<file path="config.mk">
export PLATFORM = sky130hd
export DESIGN_NAME = alu_operand_control
export DESIGN_NICKNAME = d
export VERILOG_FILES = /design/src/rtl/alu_operand_control.sv
export SDC_FILE = /design/constraint.sdc
export NUM_CORES = 1
export LEC_CHECK = 0
export CAP_MARGIN = 0
export CORE_MARGIN = 3
export CORE_UTILIZATION = 25
export CTS_CLUSTER_DIAMETER = 100
export CTS_CLUSTER_SIZE = 25
export DETAILED_ROUTE_END_ITERATION = 8
export GPL_ROUTABILITY_DRIVEN = 0
export PLACE_DENSITY_LB_ADDON = 0.2
export SYNTH_ARGS = -nofsm -noshare
export SYNTH_HDL_FRONTEND = slang
export SYNTH_SLANG_ARGS = --single-unit
</file>
<file path="constraint.sdc">
create_clock -name clk -period 3.6 [get_ports clk]
set_clock_uncertainty 0.05 [all_clocks]
set_input_delay 0.72 -clock clk [delete_from_list [all_inputs] [get_ports clk]]
set_output_delay 0.72 -clock clk [all_outputs]
set_load 0.01 [all_outputs]
</file>
<file path="src/rtl/alu_operand_control.sv">
// Multicycle CPU control FSM: sequences ALU operand selects and datapath enables
// from a registered state, stretching FETCH/MREAD by a MEM_LAT wait counter.
module alu_operand_control #(
  parameter int unsigned MEM_LAT = 1
) (
  input  logic       clk,
  input  logic       reset_n,
  input  logic [5:0] opcode,
  input  logic       zero,
  output logic       alusrca,
  output logic [2:0] alusrcb,
  output logic [1:0] aluop,
  output logic [1:0] pcsource,
  output logic       pc_en,
  output logic       iord,
  output logic       mem_wr,
  output logic       ir_write,
  output logic       mdr_write,
  output logic       a_write,
  output logic       b_write,
  output logic       aluout_write,
  output logic       reg_write,
  output logic       regdst,
  output logic       memtoreg,
  output logic       illegal,
  output logic [3:0] state
);

  typedef enum logic [3:0] {
    S_RST    = 4'd0,
    S_FETCH  = 4'd1,
    S_DECODE = 4'd2,
    S_MADDR  = 4'd3,
    S_MREAD  = 4'd4,
    S_MWB    = 4'd5,
    S_MWRITE = 4'd6,
    S_REXEC  = 4'd7,
    S_RWB    = 4'd8,
    S_BRANCH = 4'd9,
    S_IEXEC  = 4'd10,
    S_IWB    = 4'd11,
    S_AMEXEC = 4'd12,
    S_JUMP   = 4'd13,
    S_HALT   = 4'd14
  } state_e;

  localparam logic [5:0] OP_RTYPE = 6'h00;
  localparam logic [5:0] OP_ADDI  = 6'h08;
  localparam logic [5:0] OP_LW    = 6'h23;
  localparam logic [5:0] OP_SW    = 6'h2B;
  localparam logic [5:0] OP_ADDM  = 6'h01;
  localparam logic [5:0] OP_BEQ   = 6'h04;
  localparam logic [5:0] OP_J     = 6'h02;
  localparam logic [2:0] LAT      = 3'(MEM_LAT);

  state_e     state_q;
  logic [2:0] cnt_q;
  logic [5:0] op_q;
  logic       illegal_q;
  logic       last_s;

  assign last_s  = (cnt_q == LAT);
  assign state   = state_q;
  assign illegal = illegal_q;

  // State, wait counter, latched opcode and sticky illegal flag.
  // The counter is cleared on every transition, so it starts at 0 in each read state.
  always_ff @(posedge clk or negedge reset_n) begin
    if (!reset_n) begin
      state_q   <= S_RST;
      cnt_q     <= 3'd0;
      op_q      <= 6'd0;
      illegal_q <= 1'b0;
    end else begin
      cnt_q <= 3'd0;
      case (state_q)
        S_RST:    state_q <= S_FETCH;
        S_FETCH: begin
          if (last_s) begin
            state_q <= S_DECODE;
          end else begin
            cnt_q <= cnt_q + 3'd1;
          end
        end
        S_DECODE: begin
          op_q <= opcode;
          case (opcode)
            OP_RTYPE:             state_q <= S_REXEC;
            OP_ADDI:              state_q <= S_IEXEC;
            OP_LW, OP_SW, OP_ADDM: state_q <= S_MADDR;
            OP_BEQ:               state_q <= S_BRANCH;
            OP_J:                 state_q <= S_JUMP;
            default: begin
              state_q   <= S_HALT;
              illegal_q <= 1'b1;
            end
          endcase
        end
        S_MADDR:  state_q <= (op_q == OP_SW) ? S_MWRITE : S_MREAD;
        S_MREAD: begin
          if (last_s) begin
            state_q <= (op_q == OP_ADDM) ? S_AMEXEC : S_MWB;
          end else begin
            cnt_q <= cnt_q + 3'd1;
          end
        end
        S_MWB:    state_q <= S_FETCH;
        S_MWRITE: state_q <= S_FETCH;
        S_REXEC:  state_q <= S_RWB;
        S_RWB:    state_q <= S_FETCH;
        S_BRANCH: state_q <= S_FETCH;
        S_IEXEC:  state_q <= S_IWB;
        S_AMEXEC: state_q <= S_IWB;
        S_IWB:    state_q <= S_FETCH;
        S_JUMP:   state_q <= S_FETCH;
        S_HALT:   state_q <= S_HALT;
        default: begin
          state_q   <= S_HALT;
          illegal_q <= 1'b1;
        end
      endcase
    end
  end

  // Moore output decode; only pc_en in BRANCH looks at a live input (zero).
  always_comb begin
    alusrca      = 1'b0;
    alusrcb      = 3'd0;
    aluop        = 2'b00;
    pcsource     = 2'd0;
    pc_en        = 1'b0;
    iord         = 1'b0;
    mem_wr       = 1'b0;
    ir_write     = 1'b0;
    mdr_write    = 1'b0;
    a_write      = 1'b0;
    b_write      = 1'b0;
    aluout_write = 1'b0;
    reg_write    = 1'b0;
    regdst       = 1'b0;
    memtoreg     = 1'b0;
    case (state_q)
      S_FETCH: begin
        alusrcb  = 3'd1;
        ir_write = last_s;
        pc_en    = last_s;
      end
      S_DECODE: begin
        alusrcb      = 3'd3;
        aluout_write = 1'b1;
        a_write      = 1'b1;
        b_write      = 1'b1;
      end
      S_MADDR: begin
        alusrca      = 1'b1;
        alusrcb      = 3'd2;
        aluout_write = 1'b1;
      end
      S_MREAD: begin
        iord      = 1'b1;
        mdr_write = last_s;
      end
      S_MWB: begin
        memtoreg  = 1'b1;
        reg_write = 1'b1;
      end
      S_MWRITE: begin
        iord   = 1'b1;
        mem_wr = 1'b1;
      end
      S_REXEC: begin
        alusrca      = 1'b1;
        aluop        = 2'b10;
        aluout_write = 1'b1;
      end
      S_RWB: begin
        regdst    = 1'b1;
        reg_write = 1'b1;
      end
      S_BRANCH: begin
        alusrca  = 1'b1;
        aluop    = 2'b01;
        pcsource = 2'd1;
        pc_en    = zero;
      end
      S_IEXEC: begin
        alusrca      = 1'b1;
        alusrcb      = 3'd2;
        aluout_write = 1'b1;
      end
      S_AMEXEC: begin
        alusrca      = 1'b1;
        alusrcb      = 3'd4;
        aluout_write = 1'b1;
      end
      S_IWB:    reg_write = 1'b1;
      S_JUMP: begin
        pcsource = 2'd2;
        pc_en    = 1'b1;
      end
      default: alusrcb = 3'd0;
    endcase
  end

endmodule

</file>
==> out/metrics.yaml <==
run_status:
  outcome: "finished clean"
synth:
  yosysWarnings: 0
  avgSynthCellArea_um2: 8.523
  synth_top_cell_area_share: 0.3091
  yosys.area.top_type: "dfrtp_1"
  ys_ff_latch: 14
  yosysUniqueCellTypes: 46
  yosysSeqAreaShare: 0.3091
  netlist_instances: 133
  synth_fp_nets: 142
  synth_area_leaders: "dfrtp_1, mux2_2, nor2_1"
  syn-cell-area_um2: 1134
route:
  drt_iter0_markers: 51
  vias: 1087
  dr.pass1.iters: 4
  wirelength_um: 2922
  avgRoutedWirePerCell_um: 14.05
  ant_nets: 0
  via_per_inst: 5.226
  drcViolationCount: 0
critical_path:
  path_buf_inv: 1
  worstPathMaxFanout: 24
  cp.arrival_ns: 2.40
  crit_end: "pc_en"
  slowest_stage: "dfrtp_1"
  cpPeakStageDelay_ns: 0.78
  r2r_end: "op_q[3]"
  crit_start: "state[0]"
  path_class: "reg2out"
  critical_path.endpoint_type: "output port"
  critical-path-top-delay-family: "flip-flops"
  r2r.worst_path.cells: 4
  worstSetupStartpointType: "flop"
  regToRegStartpoint: "state[0]"
  worst-path-stages: 4
  r2r_slack_ns: 1.84
  path_cells: "nand2_1 -> nor4_1 -> a211o_1 -> clkdlybuf4s50_1"
  required_ns: 2.83
finish:
  syn_to_final_growth_pct: 31.13
  fin_nets: 168
  final_cells: 208
  drive_gt1_frac: 0.1203
  antenna_cells: 0
  finalCoreUtilization: 0.3562
pwr:
  vdd_drop_max_uv: 285.9
  p_leak_nw: 0.5634
  switchingPower_mw: 0.4802
  seqPwrFrac: 0.281
  power_density_nw_per_um2: 778.2
  p_sw_frac: 0.4151
  intPower_mw: 0.6767
  total_power_mw: 1.157
  clkPwrFrac: 0.132
  pwr-share-comb: 0.587
timing:
  slew-limit-headroom: 0.5475
  finalCriticalPeriod_ns: 3.166
  rsz0062_at_grt: "false"
  setup-tns-final_ns: 0
  fmax_mhz: 315.8
  hold_violations: 0
  finalSetupViolations: 0
  maxSlewViolCount: 0
  tightest_slew_ns: 0.6787
  fin_ws_ns: 0.4335
  timing.final.crit_share: 0.8796
grt:
  grt_use_total: 0.1127
  grt_pass1_vias: 1064
  antenna_found_initial: 0
  grt_pass1_wl_um: 4843
  grt.overflow.total: 0
  grt_max_degree: 25
clock_network:
  numCtsBuffers: 3
  cts_sinks: 14
  clock_latency_ns: 0.24
  root_buffer: "clkbuf_8"
  htreeDepth: 1
  path_clk_slew_ns: 0.06
  cts_tree: "yes"
  postCtsSetupBuffers: 0
  hold_buffers: 0
  ctsResizeCount: 0
  clockBufferDepth: 2
placement:
  placed_cells: 204
  dpl.hpwl_um: 2219
  io_buffer_count: 32
  pre_cts_ws_ns: 0.7294
floorplan:
  fp.dieArea_um2: 5378
  fp.dieW_um: 73.34
  die_h_um: 73.34
  initial_core_util: 0.2717
  ioPinCount: 33
  core_area_um2: 4173
  row_count: 23
worst_hold_path:
  hp-class: "reg2reg"
flow_run:
  cap_viol_max_count: 0
## per-layer routing
metal  part of all wire  vias up  global-route usage
met2               0.48       30              0.1946
li1                   -      534                   -
met3              0.064        2             0.01368
met1               0.45      521              0.1378
met4             0.0068        0             0.05433
met5                  0        -                   0
## cells in the final DEF (no fill, tap or decap), types with 2 or more instances in the layout
cell type and instances:
dfrtp_1 14, inv_1 2, xor2_1 3, a211oi_1 2, nor3_1 6, nor4_1 3
nand3_1 3, a22oi_1 3, maj3_1 2, a211o_1 3, o21ai_0 9, buf_4 3
clkdlybuf4s50_1 32, a21oi_1 7, nand2_1 7, o22ai_1 2, nor2_1 15, clkbuf_8 4
mux2_2 6, nand2b_1 5, o31ai_1 3
## power by group through the flow
stage	combinational, mW	sequential (mW)	clock (mW)
2_1_floorplan	0.504	0.269	0
3_3_place_gp	0.678	0.322	0
3_5_place_dp	0.682	0.327	0
4_1_cts	0.687	0.324	0.161
5_1_grt	0.742	0.342	0.168
6_report	0.679	0.325	0.153
## state kept, by name, summed over array words and instances, names as in the netlist
name,cells
cnt_q,3
illegal,1
op_q,6
state,4
## synth_stat cells (all sizes together)
| master | instances |
|---|---|
| a211o | 3 |
| a211oi | 2 |
| a21boi | 1 |
| a21o | 1 |
| a21oi | 7 |
| a22oi | 3 |
| a31oi | 1 |
| a32oi | 1 |
| and2 | 1 |
| and2b | 1 |
| and3 | 1 |
| buf | 8 |
| clkbuf | 6 |
| dfrtp | 14 |
| inv | 2 |
| maj3 | 2 |
| mux2 | 6 |
| nand2 | 7 |
| nand2b | 6 |
| nand3 | 3 |
| nand3b | 1 |
| nand4b | 1 |
| nor2 | 15 |
| nor2b | 1 |
| nor3 | 7 |
| nor3b | 2 |
| nor4 | 3 |
| o211ai | 1 |
| o21ai | 10 |
| o21bai | 1 |
| o22ai | 2 |
| o31ai | 3 |
| o41ai | 1 |
| or2b | 1 |
| or3 | 1 |
| or3b | 2 |
| or4 | 1 |
| xnor2 | 1 |
| xor2 | 3 |
## layout make-up
cell class / count / area (um2)
repair buffers: 35 / 342.8
multi-input cells: 103 / 668.1
fillers: 443 / 2686
flip-flops and latches: 14 / 350.3
inverters: 2 / 7.507
clock buffers: 4 / 55.05
well taps: 50 / 62.56
## worst reg2reg max path: stages (launching register included)
cell	delay, ns
dfrtp_1	0.78
nand2b_4	0.30
nor3_2	0.04
buf_4	0.19
mux2_2	0.28
## worst min-delay path by stage
stage / slack (ns) / end / cells after the start / from
2_1_floorplan: 0.37 / cnt_q[0] / 0 / reset_n
3_3_place_gp: 0.40 / illegal / 1 / illegal
3_5_place_dp: 0.41 / illegal / 1 / illegal
4_1_cts: 0.42 / illegal / 1 / illegal
5_1_grt: 0.42 / illegal / 1 / illegal
6_report: 0.41 / illegal / 1 / illegal
## through the flow
| stage | hold WS (ns) | cell area (um2) |
|---|---|---|
| 3_3_place_gp | 0.3969 | 1431 |
| 2_1_floorplan | 0.3744 | 1134 |
| 3_5_place_dp | 0.4061 | 1431 |
| 5_1_grt | 0.4247 | 1486 |
| 4_1_cts | 0.4157 | 1486 |
| 6_report | 0.4113 | 1486 |
## cells by family (layout without fill, tap and decap cells)
group                    after synthesis  in the layout  share of synthesized area
XOR/XNOR                               4              4                    0.03091
adder cells (fa/ha/maj)                2              2                    0.01766
AO/OA/AOI/OAI                         37             37                     0.2097
AND/OR/NAND/NOR                       54             54                     0.2715
flip-flops                            14             14                     0.3091
multiplexers                           6              6                    0.05960
buffers and inverters                 16             41                     0.1015
(Power assumes the default switching activity.)
